$ cat src/rtl/fetch_pkg.sv
// Shared types for the instruction-fetch front end: FSM states, halt opcodes
// and the {pc, instr} queue entry.
package fetch_pkg;

    typedef enum logic [1:0] {
        S_REQ,
        S_WAIT,
        S_DISCARD,
        S_HALT
    } fetch_state_t;

    localparam logic [6:0] OPC_FENCE  = 7'b0001111;
    localparam logic [6:0] OPC_SYSTEM = 7'b1110011;

    localparam int unsigned FETCH_XLEN = 32;

    typedef struct packed {
        logic [FETCH_XLEN-1:0] pc;
        logic [FETCH_XLEN-1:0] instr;
    } fetch_entry_t;

    function automatic logic is_halt_op(input logic [6:0] opc);
        return (opc == OPC_FENCE) || (opc == OPC_SYSTEM);
    endfunction

endpackage

$ cat src/rtl/fetch_fifo.sv
// Synchronous DEPTH-entry FIFO with flush; pointers wrap naturally because
// DEPTH is a power of two.
module fetch_fifo #(
    parameter int unsigned DEPTH = 4,
    parameter int unsigned WIDTH = 64
) (
    input  logic                       clk,
    input  logic                       rst,
    input  logic                       flush_i,
    input  logic                       push_i,
    input  logic [WIDTH-1:0]           push_data_i,
    input  logic                       pop_i,
    output logic [$clog2(DEPTH):0]     count_o,
    output logic [WIDTH-1:0]           head_o
);
    localparam int unsigned AW = $clog2(DEPTH);

    logic [WIDTH-1:0] mem_q [DEPTH];
    logic [AW-1:0]    wr_ptr_q;
    logic [AW-1:0]    rd_ptr_q;
    logic [AW:0]      count_q;

    always_ff @(posedge clk or posedge rst) begin
        if (rst) begin
            wr_ptr_q <= '0;
            rd_ptr_q <= '0;
            count_q  <= '0;
            for (int unsigned i = 0; i < DEPTH; i++) begin
                mem_q[i] <= '0;
            end
        end else if (flush_i) begin
            wr_ptr_q <= '0;
            rd_ptr_q <= '0;
            count_q  <= '0;
        end else begin
            if (push_i) begin
                mem_q[wr_ptr_q] <= push_data_i;
                wr_ptr_q        <= wr_ptr_q + AW'(1);
            end
            if (pop_i) begin
                rd_ptr_q <= rd_ptr_q + AW'(1);
            end
            unique case ({push_i, pop_i})
                2'b10:   count_q <= count_q + (AW+1)'(1);
                2'b01:   count_q <= count_q - (AW+1)'(1);
                default: count_q <= count_q;
            endcase
        end
    end

    assign count_o = count_q;
    assign head_o  = mem_q[rd_ptr_q];

endmodule

$ cat src/rtl/fetch_prefetch_queue.sv
// Fetch front end: owns the fetch PC, issues one word request at a time and
// queues {pc, instr} toward IF/ID. FETCH_BYPASS_EN enables an empty-queue bypass.
module fetch_prefetch_queue
    import fetch_pkg::*;
#(
    parameter int unsigned     DEPTH    = 4,
    parameter int unsigned     XLEN     = 32,
    parameter logic [XLEN-1:0] RESET_PC = '0
) (
    input  logic            clk,
    input  logic            rst,
    input  logic            redirect_valid,
    input  logic [XLEN-1:0] redirect_pc,
    output logic            imem_req_valid,
    input  logic            imem_req_ready,
    output logic [XLEN-1:0] imem_req_addr,
    input  logic            imem_rsp_valid,
    input  logic [XLEN-1:0] imem_rsp_data,
    output logic            out_valid,
    input  logic            out_ready,
    output logic [XLEN-1:0] out_pc,
    output logic [XLEN-1:0] out_instr,
    output logic            halted
);
    localparam int unsigned AW       = $clog2(DEPTH);
    localparam logic [AW:0] FULL_CNT = (AW+1)'(DEPTH);

    fetch_state_t    state_q, state_d;
    logic [XLEN-1:0] fpc_q, fpc_d;
    logic [XLEN-1:0] req_pc_q, req_pc_d;
    logic            req_valid_q, req_valid_d;
    logic            halted_q, halted_d;

    logic [AW:0]       count, count_nxt;
    logic [2*XLEN-1:0] head;
    logic              hs, rsp_take, bypass, push, pop, outstanding;

    assign hs       = req_valid_q && imem_req_ready;
    assign rsp_take = (state_q == S_WAIT) && imem_rsp_valid && !redirect_valid;
`ifdef FETCH_BYPASS_EN
    assign bypass = rsp_take && (count == '0);
`else
    assign bypass = 1'b0;
`endif
    assign push = rsp_take && !(bypass && out_ready);
    assign pop  = (count != '0) && out_ready && !redirect_valid;

    // A response that lands in the redirect cycle settles the request, so only
    // an unanswered one forces the discard state.
    assign outstanding = ((state_q == S_REQ) && hs) ||
                         (((state_q == S_WAIT) || (state_q == S_DISCARD)) && !imem_rsp_valid);

    always_comb begin
        count_nxt = count;
        if (redirect_valid) begin
            count_nxt = '0;
        end else if (push && !pop) begin
            count_nxt = count + (AW+1)'(1);
        end else if (pop && !push) begin
            count_nxt = count - (AW+1)'(1);
        end
    end

    always_comb begin
        state_d  = state_q;
        fpc_d    = fpc_q;
        req_pc_d = req_pc_q;
        if (redirect_valid) begin
            fpc_d   = redirect_pc & ~XLEN'(3);
            state_d = outstanding ? S_DISCARD : S_REQ;
        end else begin
            unique case (state_q)
                S_REQ: begin
                    if (hs) begin
                        fpc_d    = fpc_q + XLEN'(4);
                        req_pc_d = fpc_q;
                        state_d  = S_WAIT;
                    end
                end
                S_WAIT: begin
                    if (imem_rsp_valid) begin
                        state_d = is_halt_op(imem_rsp_data[6:0]) ? S_HALT : S_REQ;
                    end
                end
                S_DISCARD: begin
                    if (imem_rsp_valid) begin
                        state_d = S_REQ;
                    end
                end
                S_HALT:  state_d = S_HALT;
                default: state_d = S_REQ;
            endcase
        end
        req_valid_d = (state_d == S_REQ) && (count_nxt < FULL_CNT);
        halted_d    = (state_d == S_HALT);
    end

    always_ff @(posedge clk or posedge rst) begin
        if (rst) begin
            state_q     <= S_REQ;
            fpc_q       <= RESET_PC;
            req_pc_q    <= RESET_PC;
            req_valid_q <= 1'b0;
            halted_q    <= 1'b0;
        end else begin
            state_q     <= state_d;
            fpc_q       <= fpc_d;
            req_pc_q    <= req_pc_d;
            req_valid_q <= req_valid_d;
            halted_q    <= halted_d;
        end
    end

    fetch_fifo #(
        .DEPTH(DEPTH),
        .WIDTH(2*XLEN)
    ) u_fifo (
        .clk         (clk),
        .rst         (rst),
        .flush_i     (redirect_valid),
        .push_i      (push),
        .push_data_i ({req_pc_q, imem_rsp_data}),
        .pop_i       (pop),
        .count_o     (count),
        .head_o      (head)
    );

    assign imem_req_valid = req_valid_q;
    assign imem_req_addr  = fpc_q;
    assign halted         = halted_q;
    assign out_valid      = (count != '0) || bypass;
    assign out_pc         = bypass ? req_pc_q      : head[2*XLEN-1:XLEN];
    assign out_instr      = bypass ? imem_rsp_data : head[XLEN-1:0];

endmodule

$ cat config.mk
export PLATFORM = sky130hd
export DESIGN_NAME = fetch_prefetch_queue
export DESIGN_NICKNAME = d
export VERILOG_FILES = /design/src/rtl/fetch_pkg.sv /design/src/rtl/fetch_fifo.sv /design/src/rtl/fetch_prefetch_queue.sv
export SDC_FILE = /design/constraint.sdc
export NUM_CORES = 1
export LEC_CHECK = 0
export CAP_MARGIN = 20
export CORE_MARGIN = 2
export CORE_UTILIZATION = 56
export DETAILED_ROUTE_END_ITERATION = 10
export GPL_ROUTABILITY_DRIVEN = 0
export GPL_TIMING_DRIVEN = 0
export PLACE_DENSITY_LB_ADDON = 0.3
export RECOVER_POWER = 25
export SLEW_MARGIN = 15
export SYNTH_ARGS = -nofsm -noshare
export SYNTH_HDL_FRONTEND = slang
export SYNTH_SLANG_ARGS = --single-unit
$ cat constraint.sdc
create_clock -name clk -period 14.2 [get_ports clk]
set_clock_uncertainty 0.05 [all_clocks]
set_input_delay 1.42 -clock clk [delete_from_list [all_inputs] [get_ports clk]]
set_output_delay 1.42 -clock clk [all_outputs]
set_load 0.05 [all_outputs]
* Word-level counts from Yosys, hierarchy flattened
Cells that the tools add are included.
Word-level totals: bits in registers 331, input bits 70
Operators by class: add/subtract/negate cells 5, magnitude comparators 4, equality and inequality tests 8, muxes and demuxes 25, bitwise operators 3, reductions and logical operators 29
Operator list (count):
- bitwise mux 256 bit | 1
- two-way mux 64 bit | 3
- binary-select mux 64 bit (select 2 bit) | 1
- demux 64 bit (select 2 bit) | 1
- two-way mux 32 bit | 3
- adder 32 x 3 -> 32 bit (second input constant) | 1
- two-way mux 2 bit | 10
- two-way mux 3 bit | 4
- logical AND 1 bit | 11
- equality test 2 bit (second input constant) | 4
- case mux 2 bit (4 select lines) | 1
- nonzero test 2 bit | 4
- equality test 7 x 4 -> 1 bit (second input constant) | 1
- equality test 7 bit (second input constant) | 1
- greater-or-equal comparator 3 bit (second input constant) | 2
- inverter 2 -> 3 bit | 2
- case mux 3 bit (2 select lines) | 1
- nonzero test 3 bit | 2
- adder 2 x 1 -> 2 bit (second input constant) | 2
- equality test 2 x 1 -> 1 bit (second input constant) | 2
- logical NOT 1 bit | 4
- logical NOT 2 bit | 2
- AND reduction 2 bit | 2
- adder 3 x 1 -> 3 bit (second input constant) | 1
- 6 further kinds | 8

* Longest topological paths before layout
word-level depth 10, mapped depth 8

* Modules after synthesis
Synthesis repeated with hierarchy kept, for this count alone.
Unflattened totals: cells, all modules 974, area, all modules 15756.4 µm²
Modules (own cells, without submodules):
- fetch_fifo | instances 1, cells each 657, area each 12494.5 µm², sequential area each 6581.3 µm²
- fetch_prefetch_queue | instances 1, cells each 317, area each 3261.9 µm², sequential area each 1601.5 µm²

* Least setup slack after synthesis
Ideal clock, no wire load.
path kind reg-to-output, from register u_fifo.rd_ptr_q[0], to output out_instr[10], arrival time 1.693 ns, data required time 12.730 ns, path slack 11.037 ns, stages on the path, launching flop included 4, buffers on the path 2, cell sequence dfrtp_1 clkbuf_1 buf_2 mux4_2
On the way: longest elaborated chain between the ends 4
Ends and longest elaborated chain:
- start, declared | line fetch_fifo.sv:20 | logic [AW-1:0] rd_ptr_q;
- start signal, assigned | line fetch_fifo.sv:41 | rd_ptr_q <= rd_ptr_q + AW'(1);
- inverter 2 -> 3 bit (implied by the code) | line fetch_fifo.sv:52 | assign head_o = mem_q[rd_ptr_q];
- binary-select mux 64 bit (select 2 bit) | line fetch_fifo.sv:52
- two-way mux 64 bit (implied by the code) (2 in a row) | line fetch_fifo.sv:52
- end, declared | line fetch_prefetch_queue.sv:22 | output logic [XLEN-1:0] out_instr,
No other way between the ends. The select of a mux whose other input is x is not followed.

==> summary.txt <==
Run status
  • Outcome: complete, but fails checks
  • Violated checks: max-capacitance violations, max-slew violations

Run
  • MaxCap Viol Count: 3

Placed design
  • Hpwl dp: between 20,000 and 25,000 um
  • Port buffer count: approximately 160
  • Placed instance count: 1,443

Clock tree
  • Insertion delay to the later sink of the worst-skew pair: 0.50 ns
  • TritonCTS Buffers: 35
  • Post-CTS Setup Bufs: 0
  • # clock sinks: 319
  • Post_cts resized: 0
  • CTS tree: built
  • H-tree levels: 2
  • CTS Hold Bufs: 0
  • Clk slew on worst S/H paths: 0.06 ns
  • CTS root buffer: clkbuf_16
  • Max Buffers Root-to-Sink: 3

Floorplanning
  • IO Pins: 169
  • Die width: 165 um
  • Die height: between 150 and 200 um
  • Die ar.: 27,100 um^2
  • Initial Util: 57.2%
  • Row count: 58
  • Core Box Area: 25,300 um^2

STA
  • Worst-Margin Slew: 5.79 ns
  • Final Hold Viols: 0
  • Post-route minimum period: 8.16 ns
  • Max Clock Freq: 122 MHz
  • Final Setup Violations: 0
  • Rel. slew slack: -286%
  • Post-route clock period utilization: approximately 57%
  • Slew Limit Fails: 230
  • RSZ-0062 raised after global routing: no
  • Final setup TNS: 0 ns

Worst setup path
  • Reg2reg setup slack: approximately 12 ns
  • Critical path type: input port to async pin
  • Critical path fanouts, max: between 100 and 150
  • Crit path cell chain: dlygate4sd3_1 > clkinvlp_2 > clkbuf_1
  • Endpoint class of the critical path: async pin
  • WP data arrival: 7.31 ns
  • Worst Path Required: 13.34 ns
  • Slowest-stage cell, CP: clkbuf_1
  • Startpoint Class: input port
  • Max incr delay on CP: 4.11 ns

Synthesis
  • Asr flop ratio synth: 100%
  • Yosys top cell area share: 55.3%
  • Synthesized area per cell: between 15 and 20 um^2
  • Register area share after synthesis: between 50% and 60%
  • Flops & latches, synth: 319
  • Top FF cell, synth: dfrtp_1
  • Synth Cell Area: 14,400 um^2
  • Synth unique cells: 57
  • Post-synth EDFFs: 0
  • Synth Instances: 945
  • Area leader, netlist: dfrtp_1
  • Ys Warns: 0
  • Synth area leaders: dfrtp_1, mux2_2, mux4_2

Detailed routing
  • Routed len/inst: 20.5 um
  • # DRC: 0
  • Drt total wl: 30,800 um
  • Final antenna-violating net count: 0
  • Router iterations before antenna repair: 4
  • Initial DRC count: roughly 540
  • Vias/cell: 5.71
  • Vias: 8,589

GRT
  • Vias in the first global route: about 9,300
  • GRT Residual Overflow: 0
  • Initial antenna violation count: 0
  • GRT Resource Usage Total: 23.8%
  • Largest net degree at the start of global routing: between 100 and 150
  • First-pass GRT wire length: ~50,000 um

Final layout
  • Final #Nets: 1,233
  • Area delta synth->final: 22.6%
  • Fin cells: approximately 1,500
  • Most common cell after layout, fill and taps aside: dfrtp_1
  • Commonest non-fill, non-tap cells in the layout: dfrtp_1, mux2_2, clkdlybuf4s50_1
  • Share of cells above drive strength 1: around two fifths
  • Ant diodes: 0

Power and ir drop
  • Max IR drop VDD: 132 uV
  • Pleak: 0.00815 uW
  • Power Dens Cells: slightly below 200 nW/um^2

Worst hold path
  • Hold Crit Class: flip-flop to flip-flop
area by class of cell:
cell class	instances	area (um^2)
buffer	57	467
clock buffer	51	1060
clock inverter	10	128
fill	1748	7540
inverter	11	42.5
multi-input combinational	561	5960
sequential	319	7980
tap	330	413
timing repair buffer	165	1660
worst max-delay path, delay by kind of cell:
family	cells	cell delay, ns
buf+inv	3	5.79
Yosys cell counts (3+ instances only):
master    count
mux2_2      276
buf_2         9
buf_4         6
xor2_1       20
xnor2_1      11
o21ai_0      29
clkbuf_8      9
and4_1        3
a21oi_1       4
a31oi_1       4
mux4_2       62
and2_1        3
inv_1        11
nand4_1       7
nor2_1       16
nand2b_1      3
nand2_2       5
ha_1         13
nand3_1      14
nor4_1        3
dfrtp_1     319
clkbuf_1     15
buf_6        17
nand2_1      44
registers in the layout, summed over array words and instances, names as in the netlist:
name,count
state_q,2
u_fifo.count_o,3
u_fifo.wr_ptr_q,2
u_fifo.mem_q,248
halted,1
imem_req_valid,1
req_pc_q,30
u_fifo.rd_ptr_q,2
imem_req_addr,30
logic make-up (layout without fill, tap and decap cells):
| kind of cell | count (synthesis) | in the layout | synth area share [%] |
|---|---|---|---|
| AO/OA/AOI/OAI | 49 | 49 | 1.95 |
| XOR/XNOR | 31 | 31 | 1.88 |
| adder cells (fa/ha/maj) | 14 | 14 | 1.20 |
| buffers and inverters | 68 | 294 | 3.52 |
| flip-flops | 319 | 319 | 55.3 |
| multiplexers | 341 | 341 | 31.4 |
| other | 1 | 4 | 0.0260 |
| AND/OR/NAND/NOR | 122 | 122 | 4.76 |
per-stage QoR:
step / hold WS, ns / instance area (um^2) / worst slack (ns) / util, % / power (uW)
floorplan: 0.424 / 14500 / 3.90 / - / 2160
global placement: 0.432 / 16500 / 0.166 / 65.3 / 2540
detailed placement: 0.438 / 16600 / 9.96 / 65.7 / 2570
CTS: 0.451 / 17800 / 9.37 / 70.3 / 3510
global route: 0.458 / 17700 / 4.66 / 70.1 / 3640
finish: 0.449 / 17700 / 6.04 / 70.1 / 3470
report_power, final:
group | internal, uW | switching, uW | leakage (uW) | total, uW
registers | 1100 | 145 | 0.00425 | 1240
clock network | 571 | 353 | 0.000587 | 923
logic | 561 | 747 | 0.00331 | 1310
worst paths after layout:
path | startpoint | to | depth (start not counted)
min reg2reg | u_fifo.mem_q[124] | u_fifo.mem_q[124] | 1
max in group clk | u_fifo.rd_ptr_q[0] | out_pc[17] | 4
min in group asynchronous | rst | u_fifo.mem_q[220] | 2
max | rst | u_fifo.mem_q[102] | 3
max reg2reg | state_q[0] | imem_req_addr[13] | 7
min | u_fifo.mem_q[124] | u_fifo.mem_q[124] | 1
metal layers:
layer / GRT usage [%] / wire [um] / vias up
met5: 0 / 0 / -
met4: 4.47 / 366 / 0
met3: 4.47 / 1570 / 28
met2: 39.2 / 15100 / 186
met1: 33.7 / 13800 / 4505
li1: - / - / 3870
Note: power is estimated with default switching activity, not from simulation.
